$ cat src/rtl/fifo_stream_reader_if.sv
// Framed valid/ready stream carrying words drained from a FIFO.
interface fifo_stream_reader_if #(parameter int DWIDTH = 32);
  logic [DWIDTH-1:0] data_o;
  logic              valid_o;
  logic              last_o;
  logic              ready_i;

  modport master (output data_o, valid_o, last_o, input ready_i);
  modport slave  (input data_o, valid_o, last_o, output ready_i);
endinterface

$ cat src/rtl/fifo_stream_reader.sv
// Drains a non-showahead FIFO (one-cycle registered read) into a framed
// valid/ready stream through a 3-entry skid buffer.
module fifo_stream_reader #(
  parameter int DWIDTH  = 32,
  parameter int PKT_LEN = 8
) (
  input  logic                 clk_i,
  input  logic                 rst_n_i,
  input  logic                 enable_i,
  input  logic [DWIDTH-1:0]    fifo_q_i,
  input  logic                 fifo_empty_i,
  output logic                 fifo_rdreq_o,
  output logic                 idle_o,
  fifo_stream_reader_if.master st
);
  localparam int            BW        = (PKT_LEN > 1) ? $clog2(PKT_LEN) : 1;
  localparam logic [BW-1:0] BEAT_LAST = BW'(PKT_LEN - 1);

  logic [2:0][DWIDTH-1:0] mem_q;
  logic [1:0]             wr_ptr_q, rd_ptr_q, occ_q;
  logic                   inflight_q;
  logic [BW-1:0]          beat_q;
  logic                   pop, last;

  function automatic logic [1:0] ptr_inc(input logic [1:0] p);
    return (p == 2'd2) ? 2'd0 : p + 2'd1;
  endfunction

  // Issue only if the new word plus the one already owed still fit; ready_i
  // is deliberately absent so the FIFO side never sees downstream timing.
  assign fifo_rdreq_o = rst_n_i && enable_i && !fifo_empty_i &&
                        (({1'b0, occ_q} + {2'b0, inflight_q}) <= 3'd2);

  assign st.valid_o = (occ_q != 2'd0);
  assign st.data_o  = mem_q[rd_ptr_q];
  assign last       = st.valid_o && (beat_q == BEAT_LAST);
  assign st.last_o  = last;
  assign pop        = st.valid_o && st.ready_i;
  assign idle_o     = (occ_q == 2'd0) && !inflight_q;

  always_ff @(posedge clk_i or negedge rst_n_i) begin
    if (!rst_n_i) begin
      mem_q      <= '0;
      wr_ptr_q   <= '0;
      rd_ptr_q   <= '0;
      occ_q      <= '0;
      inflight_q <= 1'b0;
      beat_q     <= '0;
    end else begin
      inflight_q <= fifo_rdreq_o;
      if (inflight_q) begin
        mem_q[wr_ptr_q] <= fifo_q_i;
        wr_ptr_q        <= ptr_inc(wr_ptr_q);
      end
      if (pop) begin
        rd_ptr_q <= ptr_inc(rd_ptr_q);
        beat_q   <= last ? '0 : beat_q + BW'(1);
      end
      case ({inflight_q, pop})
        2'b10:   occ_q <= occ_q + 2'd1;
        2'b01:   occ_q <= occ_q - 2'd1;
        default: occ_q <= occ_q;
      endcase
    end
  end
endmodule

$ cat src/flat_wrapper.sv
// flat-port wrapper written by rule: the top's interface ports become plain ports
module fifo_stream_reader_flat 
#(
  parameter int DWIDTH  = 32,
  parameter int PKT_LEN = 8
)
  (clk_i, rst_n_i, enable_i, fifo_q_i, fifo_empty_i, fifo_rdreq_o, idle_o, st_data_o, st_valid_o, st_last_o, st_ready_i);
  fifo_stream_reader_if #(.DWIDTH(DWIDTH)) st_i ();
  input  logic clk_i;
  input  logic rst_n_i;
  input  logic enable_i;
  input  logic [DWIDTH-1:0] fifo_q_i;
  input  logic fifo_empty_i;
  output logic fifo_rdreq_o;
  output logic idle_o;
  output wire logic [$bits(st_i.data_o)-1:0] st_data_o;
  output wire logic [$bits(st_i.valid_o)-1:0] st_valid_o;
  output wire logic [$bits(st_i.last_o)-1:0] st_last_o;
  input wire logic [$bits(st_i.ready_i)-1:0] st_ready_i;
  assign st_data_o = st_i.data_o;
  assign st_valid_o = st_i.valid_o;
  assign st_last_o = st_i.last_o;
  assign st_i.ready_i = st_ready_i;
  fifo_stream_reader #(.DWIDTH(DWIDTH), .PKT_LEN(PKT_LEN)) u_core (.clk_i(clk_i), .rst_n_i(rst_n_i), .enable_i(enable_i), .fifo_q_i(fifo_q_i), .fifo_empty_i(fifo_empty_i), .fifo_rdreq_o(fifo_rdreq_o), .idle_o(idle_o), .st(st_i));
endmodule
$ cat config.mk
export PLATFORM = sky130hd
export DESIGN_NAME = fifo_stream_reader_flat
export DESIGN_NICKNAME = d
export VERILOG_FILES = /design/src/rtl/fifo_stream_reader_if.sv /design/src/rtl/fifo_stream_reader.sv /design/src/flat_wrapper.sv
export SDC_FILE = /design/constraint.sdc
export NUM_CORES = 1
export LEC_CHECK = 0
export ABC_AREA = 0
export ABC_CLOCK_PERIOD_IN_PS = 1800
export CORE_MARGIN = 2
export CORE_UTILIZATION = 44
export CTS_CLUSTER_DIAMETER = 50
export DETAILED_ROUTE_END_ITERATION = 16
export PLACE_DENSITY = 0.75
export SETUP_SLACK_MARGIN = 0.2
export SYNTH_ARGS = -nofsm -noshare
export SYNTH_HDL_FRONTEND = slang
export SYNTH_SLANG_ARGS = --single-unit
$ cat constraint.sdc
create_clock -name clk_i -period 1.8 [get_ports clk_i]
set_input_delay 0.36 -clock clk_i [delete_from_list [all_inputs] [get_ports clk_i]]
set_output_delay 0.36 -clock clk_i [all_outputs]
set_load 0.01 [all_outputs]
==> results of run 1 <==
[layout make-up]
class                   count  area share
flip-flops and latches    106       0.415
well taps                 140      0.0274
clock buffers              10      0.0200
multi-input cells         225       0.366
repair buffers            113       0.164
inverters                   5     0.00293
clock inverters             5     0.00509
[synth_stat cells]
cell type	instances
inv_1	4
mux2_4	30
nor2_1	3
mux2_2	68
nand2_1	34
and2_1	1
o21ai_0	30
a21o_1	3
buf_2	11
nor3_2	1
ha_1	6
inv_2	1
or3_1	1
mux2i_1	32
o21ai_1	5
or2_2	1
nand2b_1	1
buf_6	3
a21oi_1	1
nor2b_1	1
dfrtp_1	106
clkbuf_1	7
xnor2_1	3
nor3_1	3
nand3_1	1
[routing by layer]
metal  routed length [µm]  GRT usage
met3                  449     0.0400
met5                    0          0
met2                 5070      0.289
met4                  114     0.0549
met1                 4600      0.244
[flip-flops by register name, indices dropped and copies added, names as in the netlist]
register	flops
u_core.occ_q	2
u_core.rd_ptr_q	2
u_core.wr_ptr_q	2
u_core.beat_q	3
u_core.inflight_q	1
u_core.mem_q	96
[report_power, final]
group	internal, mW	switching (mW)	leakage [nW]
Combinational	3.13	2.36	1.60
Sequential	3.58	0.802	1.26
Clock	0.492	0.783	0.0742
[per-stage QoR]
stage | worst slack [ns] | power [mW] | TNS, ns
after global placement | -0.195 | 9.10 | -4.28
after floorplan | 0.175 | 6.98 | 0
after detailed placement | -0.214 | 9.28 | -4.16
after CTS | -0.164 | 10.3 | -3.74
after global routing | -0.282 | 11.9 | -6.54
final | -0.209 | 11.1 | -3.70
[worst max-delay path: stages, from the launching register on]
cell,delay (ns)
dfrtp_1,0.41
buf_4,0.14
buf_4,0.12
buf_6,0.12
or2_4,0.26
and2_4,0.14
buf_6,0.11
[cell families (layout without fill, tap and decap cells)]
logic type | Yosys count | count (layout)
simple gates | 47 | 47
xor+xnor | 3 | 3
fa+ha+maj | 6 | 6
buf+inv | 26 | 133
flops | 106 | 106
compound gates | 39 | 39
mux | 130 | 130
[worst paths after layout]
path / slack (ns) / end / cells past startpoint / start
setup / recovery: -0.21 / st_last_o / 6 / u_core.occ_q[0]$_DFFE_PN0P_
hold / removal: 0.06 / u_core.mem_q[39]$_DFFE_PN0P_ / 2 / rst_n_i
setup reg to reg: 0.21 / u_core.occ_q[1]$_DFFE_PN0P_ / 9 / u_core.occ_q[0]$_DFFE_PN0P_
hold reg to reg: 0.50 / u_core.beat_q[2]$_DFFE_PN0P_ / 2 / u_core.beat_q[2]$_DFFE_PN0P_
max in group asynchronous: 1.25 / u_core.rd_ptr_q[1]$_DFFE_PN0P_ / 2 / rst_n_i
min in group clk_i: 0.50 / u_core.beat_q[2]$_DFFE_PN0P_ / 2 / u_core.beat_q[2]$_DFFE_PN0P_
[timing repair]
item / CTS / global route
setup buffers: 7 / 6
gates resized for setup: 185 / 90
hold buffers: 0 / 0
endpoints found under the setup margin: 68 / 37
pin swaps: 10 / 32
cloned: 0 / 2
==> run summary, run 1 <==
yosys warns = 0
Vias = 3,119
PortBufs = 72
largest net degree at the start of global routing = 107
clock skew = 0.00720 ns
area of the multi-input gates = 2340 µm²
GP Congestion = 0.733
Power Density = 1740 nW/µm²
final net count = 503
CTS tree = yes
initial antenna violation count = 0
xor and xnor fraction of the mapped netlist area = 0.00544
Peak VDD IR = 0.864 mV
First DRT Iteration DRCs = 78
layout cells sized above 1 = 0.560
run status = finished, violations left
Synth cell types = 25
total CTS buffers = 9
Hold Vio Cnt, Final = 0
final setup fails = 36
area delta synth->final = 32.5%
grt ovf = 0
n_diodes = 0
Post-DRT Antenna Nets = 0
Critical Path AT = 1.65 ns
drt drc = 0
Die W = 109 µm
worst hold slack = 0.0560 ns
vias in the first global route = 3,289
wire length per cell = 17.0 µm
synth top area cells = dfrtp_1 (55%), mux2_2 (16%), mux2_4 (9.3%), mux2i_1 (6.6%), o21ai_0 (3.1%)
Cells after Synth = 357
Max Cap Viol = 0
Highest Clock Rate = 498 MHz
drt first pass iters = 4
Finished Layout Cells = 604
Synth Area in Simple Gates = 0.0415
Worst EP required = 1.44 ns
vias per cell = 5.16
Final Core Density = 0.593
DP HPWL = 6.49 mm
Post-Synth Adder-Cell Area = 0.0156
leakage = 2.93 nW
worst setup margin = -0.209 ns
Initial Util = 0.447
fillcell total = 884
DIE AREA = 11,800 µm²
Compound-Gate Fraction of Synth Area = 0.0420
mux contribution to synthesized area = 0.318
Pins Over Slew Limit = 0
clk_lat worst skew = 0.36 ns
die extent in y = 109 µm
top cell type's share of synthesized area = 0.550
slew margin rel. = 0.609
Ports = 73
row count = 38
Core ar. = 10,800 µm²
H-tree depth = 3
GRT Resource Usage Total = 0.180
Crit Path Max Fanout = 4
Syn Nets = 400
flip-flop and latch area = 2650 µm²
failing checks = negative setup slack
Worst Tran Pin Value = 0.586 ns
RSZ-0062 raised after global routing = yes
Setup CP Type = reg2out
post-synthesis sequential area ratio = 0.550
first-pass GRT wire length = 16.4 mm
Hold Path Class = in2async
Clock Path Buffers = 2
#FFs+latches synth = 106
Mapped Area = 4830 µm²
Crit. End Element = primary output
Post-Syn Area per Cell = 13.5 µm²
Clock Tree Root = clkbuf_8
Synth area leader = dfrtp_1
Tmin final = 2.01 ns
main combinational cell family by area after synthesis = multiplexers
Post-Place Cell Area = 5890 µm²
placed cell count = 574
routed wire length = 10.2 mm
Final Cycle Share = 1.12
Critical Path Start Type = flop
clk sinks = 106
Reg clk slew, reported paths = 0.09 ns
most frequent cells in the layout = dfrtp_1 (105), mux2_2 (68), clkdlybuf4s50_1 (35)
post-route cell area = 6390 µm²
commonest non-fill, non-tap cell in the layout = dfrtp_1
Power figures use the tool's default switching activity.
==> run 2, diff against run 1 <==
RECOVER_POWER = 50   (was unset)
TNS_END_PERCENT = 30   (was unset)
==> run summary, run 2 (synthesis results as in run 1) <==
wire length per cell = 17.6 µm
Setup CP Type = reg2out
initial antenna violation count = 0
Power Density = 1780 nW/µm²
routed wire length = 10.5 mm
Tmin final = 1.97 ns
area of the multi-input gates = 2270 µm²
CTS tree = yes
clk sinks = 106
Clock Tree Root = clkbuf_8
Final Core Density = 0.584
worst slack, placed = -0.253 ns
Vias = 3,123
fillcell total = 877
total CTS buffers = 9
Ports = 73
Pins Over Slew Limit = 0
Top Registers = u_core.mem_q (96), u_core.beat_q (3)
worst setup margin = -0.172 ns
TNS Setup = -3.87 ns
Hold Vio Cnt, Final = 0
drt drc = 0
Worst Tran Pin Value = 1.44 ns
CP bufs+invs = 2
met1 usage = 0.227
GRT Resource Usage Total = 0.183
clk_lat worst skew = 0.37 ns
Post-DRT Antenna Nets = 0
Worst EP required = 1.44 ns
run status = finished, violations left
Crit path max-delay family = adder cells
flip-flop and latch area = 2650 µm²
grt ovf = 0
most frequent cells in the layout = dfrtp_1 (105), mux2_2 (68), buf_2 (36)
Critical Path Start Type = flop
most used routing layer = met2
Peak VDD IR = 0.831 mV
post-route cell area = 6310 µm²
vias in the first global route = 3,296
Core ar. = 10,800 µm²
Clock Path Buffers = 2
Crit Path Max Fanout = 2
Max stage delay on crit path = 0.38 ns
Final Power = 11.2 mW
die extent in y = 109 µm
largest net degree at the start of global routing = 107
GP Congestion = 0.722
slew margin rel. = 0.0372
Critical Path AT = 1.61 ns
area delta synth->final = 30.7%
DP HPWL = 6.43 mm
first-pass GRT wire length = 16.5 mm
n_diodes = 0
DIE AREA = 11,800 µm²
Final Cycle Share = 1.10
final setup fails = 34
Hold Path Class = in2reg
PortBufs = 72
grt met2 use = 0.313
Max Cap Viol = 0
drt first pass iters = 4
Initial Util = 0.447
row count = 38
CP Cell Sequence = ha_2 -> inv_1 -> ha_1 -> a21oi_1 -> nor3_2 -> buf_2
layout cells sized above 1 = 0.520
failing checks = negative setup slack
Die W = 109 µm
RSZ-0062 raised after global routing = yes
final net count = 498
First DRT Iteration DRCs = 119
Post-Place Cell Area = 5890 µm²
number of flip-flops in the largest register = 96
post-cts hold buffer count = 0
Reg clk slew, reported paths = 0.09 ns
met3 Usage GRT = 0.0622
clock skew = 0.0139 ns
vias per cell = 5.21
H-tree depth = 3
Highest Clock Rate = 507 MHz
Crit. End Element = primary output
commonest non-fill, non-tap cell in the layout = dfrtp_1
Slowest-stage cell, CP = dfrtp_1
Top reg by flops = u_core.mem_q
leakage = 2.91 nW
-- run 2: per-layer routing --
metal / up-vias / part of all wire
li1: 1444 / -
met1: 1611 / 0.44
met2: 62 / 0.51
met3: 6 / 0.046
met4: 0 / 0.0052
met5: - / 0
-- run 2: cell type report --
type | instances | share of cell area
flip-flops and latches | 106 | 0.421
multi-input cells | 225 | 0.360
repair buffers | 108 | 0.158
well taps | 140 | 0.0278
clock buffers | 12 | 0.0230
clock inverters | 4 | 0.00813
inverters | 5 | 0.00298
-- run 2: path summary, 6_finish.rpt --
kind	start	endpoint	slack, ns	cells past startpoint
max	u_core.occ_q[0]$_DFFE_PN0P_	fifo_rdreq_o	-0.17	6
min	rst_n_i	u_core.inflight_q$_DFF_PN0_	0.27	3
max reg2reg	u_core.inflight_q$_DFF_PN0_	u_core.mem_q[90]$_DFFE_PN0P_	0.24	5
min reg2reg	u_core.mem_q[18]$_DFFE_PN0P_	u_core.mem_q[18]$_DFFE_PN0P_	0.51	1
max in group asynchronous	rst_n_i	u_core.rd_ptr_q[1]$_DFFE_PN0P_	0.28	2
min in group asynchronous	rst_n_i	u_core.mem_q[35]$_DFFE_PN0P_	0.55	2
-- run 2: timing repair --
item,4_1_cts,5_1_grt
setup buffers,8,1
pin swaps,9,19
gates resized for setup,189,68
cloned,1,2
endpoints found under the setup margin,68,78
-- run 2: power breakdown --
group	switching, mW	internal (mW)
registers	0.773	3.57
clock network	0.800	0.683
logic	2.34	3.05
total	3.91	7.31
-- run 2: stage by stage --
stage | hold slack (ns) | std cells
CTS | 0.0995 | 597
detailed placement | 0.493 | 572
global placement | 0.471 | 572
finish | 0.269 | 600
global route | 0.273 | 600
floorplan | 0.0644 | 357
-- run 2: worst min-delay path, cell delays in order --
cell and delay, ns:
clkbuf_1 0.11, nand2_1 0.09, nor3_2 0.05
==> run 3, diff against run 2 <==
DONT_BUFFER_PORTS = 1   (was unset)
PLACE_DENSITY = 0.67   (was 0.75)
==> run summary, run 3 (synthesis results as in run 1) <==
Critical Path AT = 1.64 ns
most frequent CP cell = ha_4
leakage = 2.70 nW
grt ovf = 0
total CTS buffers = 9
DP HPWL = 5.87 mm
Clock Path Buffers = 2
most frequent cells in the layout = dfrtp_1 (103), mux2_2 (66), mux2_4 (32)
worst reg2reg setup slack = 0.02 ns
Vias = 2,846
DIE AREA = 11,800 µm²
CP Cell Sequence = ha_4 -> ha_4 -> nor2_4 -> a21oi_2 -> nor3_2 -> buf_4
Clock Tree Root = clkbuf_8
Worst R2R Path Depth = 5
CTS tree = yes
wire length per cell = 19.4 µm
Ports = 73
clk sinks = 106
Die W = 109 µm
layout cells sized above 1 = 0.595
Critical Path Start Type = flop
Peak VDD IR = 0.978 mV
failing checks = negative hold slack, negative setup slack
Pins Over Slew Limit = 0
clk_lat worst skew = 0.38 ns
final net count = 416
Post-DRT Antenna Nets = 0
Crit. End Element = primary output
Highest Clock Rate = 500 MHz
Worst Tran Pin Value = 0.575 ns
initial antenna violation count = 0
slew margin rel. = 0.617
H-tree depth = 3
Finished Layout Cells = 518
Setup CP Type = reg2out
row count = 38
final setup fails = 28
first-pass GRT wire length = 16.0 mm
Reg-to-Reg End = u_core.mem_q[9]$_DFFE_PN0P_
TNS Setup = -1.67 ns
clock skew = 0.00937 ns
Tmin final = 2.00 ns
Crit Path Max Fanout = 5
Final Cycle Share = 1.11
Hold Vio Cnt, Final = 106
Hold Path Class = in2async
PortBufs = 0
Top reg by flops = u_core.mem_q
Initial Util = 0.447
worst r2r src = u_core.inflight_q$_DFF_PN0_
First DRT Iteration DRCs = 93
Final Core Density = 0.562
RSZ-0062 raised after global routing = yes
Slowest-stage cell, CP = dfrtp_2
Worst EP required = 1.44 ns
area delta synth->final = 25.7%
worst setup margin = -0.198 ns
Power Density = 1900 nW/µm²
GP Congestion = 0.687
die extent in y = 109 µm
vias in the first global route = 3,046
GRT Resource Usage Total = 0.180
vias per cell = 5.49
run status = finished, violations left
routed wire length = 10.1 mm
Reg clk slew, reported paths = 0.10 ns
Top Registers = u_core.mem_q (96), u_core.beat_q (3)
drt drc = 0
drt first pass iters = 4
Max stage delay on crit path = 0.46 ns
largest net degree at the start of global routing = 108
commonest non-fill, non-tap cell in the layout = dfrtp_1
number of flip-flops in the largest register = 96
Max Cap Viol = 0
placed cell count = 491
n_diodes = 0
Core ar. = 10,800 µm²
worst hold slack = -0.335 ns
-- run 3: changes by cell type in the layout (fill, tap and decap cells not counted), moves of 11 or more --
cell	previous run	this run
o21ai_4	0	20
nand2_4	10	21
clkdlybuf4s50_1	35	0
o21ai_1	16	2
buf_2	36	0
-- run 3: layout make-up --
| class | instances | area (µm²) |
|---|---|---|
| sequential | 106 | 2660 |
| clock buffer | 11 | 141 |
| tap | 140 | 175 |
| multi-input combinational | 225 | 2640 |
| inverter | 5 | 23.8 |
| timing repair buffer | 26 | 359 |
| clock inverter | 5 | 77.6 |
| fill | 904 | 4720 |
-- run 3: where the power goes --
part           total (mW)  switching (mW)  internal [mW]  leakage, nW
logic                5.40            2.50           2.90         1.33
registers            4.48           0.897           3.58         1.26
clock network        1.63           0.810          0.818        0.109
-- run 3: what timing repair did --
action                                 4_1_cts  5_1_grt
setup endpoints to repair                   67       59
buffers inserted                             7        2
gates cloned                                 1        1
pin swaps                                   16       13
endpoints found under the hold margin      106      106
resized for setup                          137       46
-- run 3: critical path: cells and delay by family (launching register included) --
| family | cells | cell delay, ns |
|---|---|---|
| compound gates | 1 | 0.06 |
| fa+ha+maj | 2 | 0.35 |
| buf+inv | 1 | 0.14 |
| flops | 1 | 0.46 |
| simple gates | 2 | 0.26 |
-- run 3: metrics by stage --
step / instance area, µm² / setup WS, ns / power [mW]
2_1_floorplan: 4830 / 0.175 / 6.98
3_3_place_gp: 5060 / 0.140 / 7.74
3_5_place_dp: 5060 / 0.115 / 7.89
4_1_cts: 5820 / -0.294 / 11.0
5_1_grt: 6070 / -0.296 / 12.3
6_report: 6070 / -0.198 / 11.5
-- run 3: worst max-delay path by stage --
| stage | startpoint | to | slack, ns | cells past startpoint |
|---|---|---|---|---|
| 2_1_floorplan | u_core.rd_ptr_q[1]$_DFFE_PN0P_ | st_data_o[0] | 0.18 | 6 |
| 3_3_place_gp | u_core.inflight_q$_DFF_PN0_ | fifo_rdreq_o | 0.14 | 6 |
| 3_5_place_dp | u_core.inflight_q$_DFF_PN0_ | fifo_rdreq_o | 0.12 | 6 |
| 4_1_cts | u_core.occ_q[0]$_DFFE_PN0P_ | fifo_rdreq_o | -0.29 | 6 |
| 5_1_grt | u_core.occ_q[0]$_DFFE_PN0P_ | fifo_rdreq_o | -0.30 | 6 |
| 6_report | u_core.occ_q[0]$_DFFE_PN0P_ | fifo_rdreq_o | -0.20 | 6 |
-- run 3: layer usage --
layer	vias up	GRT usage	routed length, µm
met5	-	0	0
met4	0	0.0495	97
met2	63	0.288	4920
li1	1289	-	-
met1	1484	0.232	4470
met3	10	0.0628	565
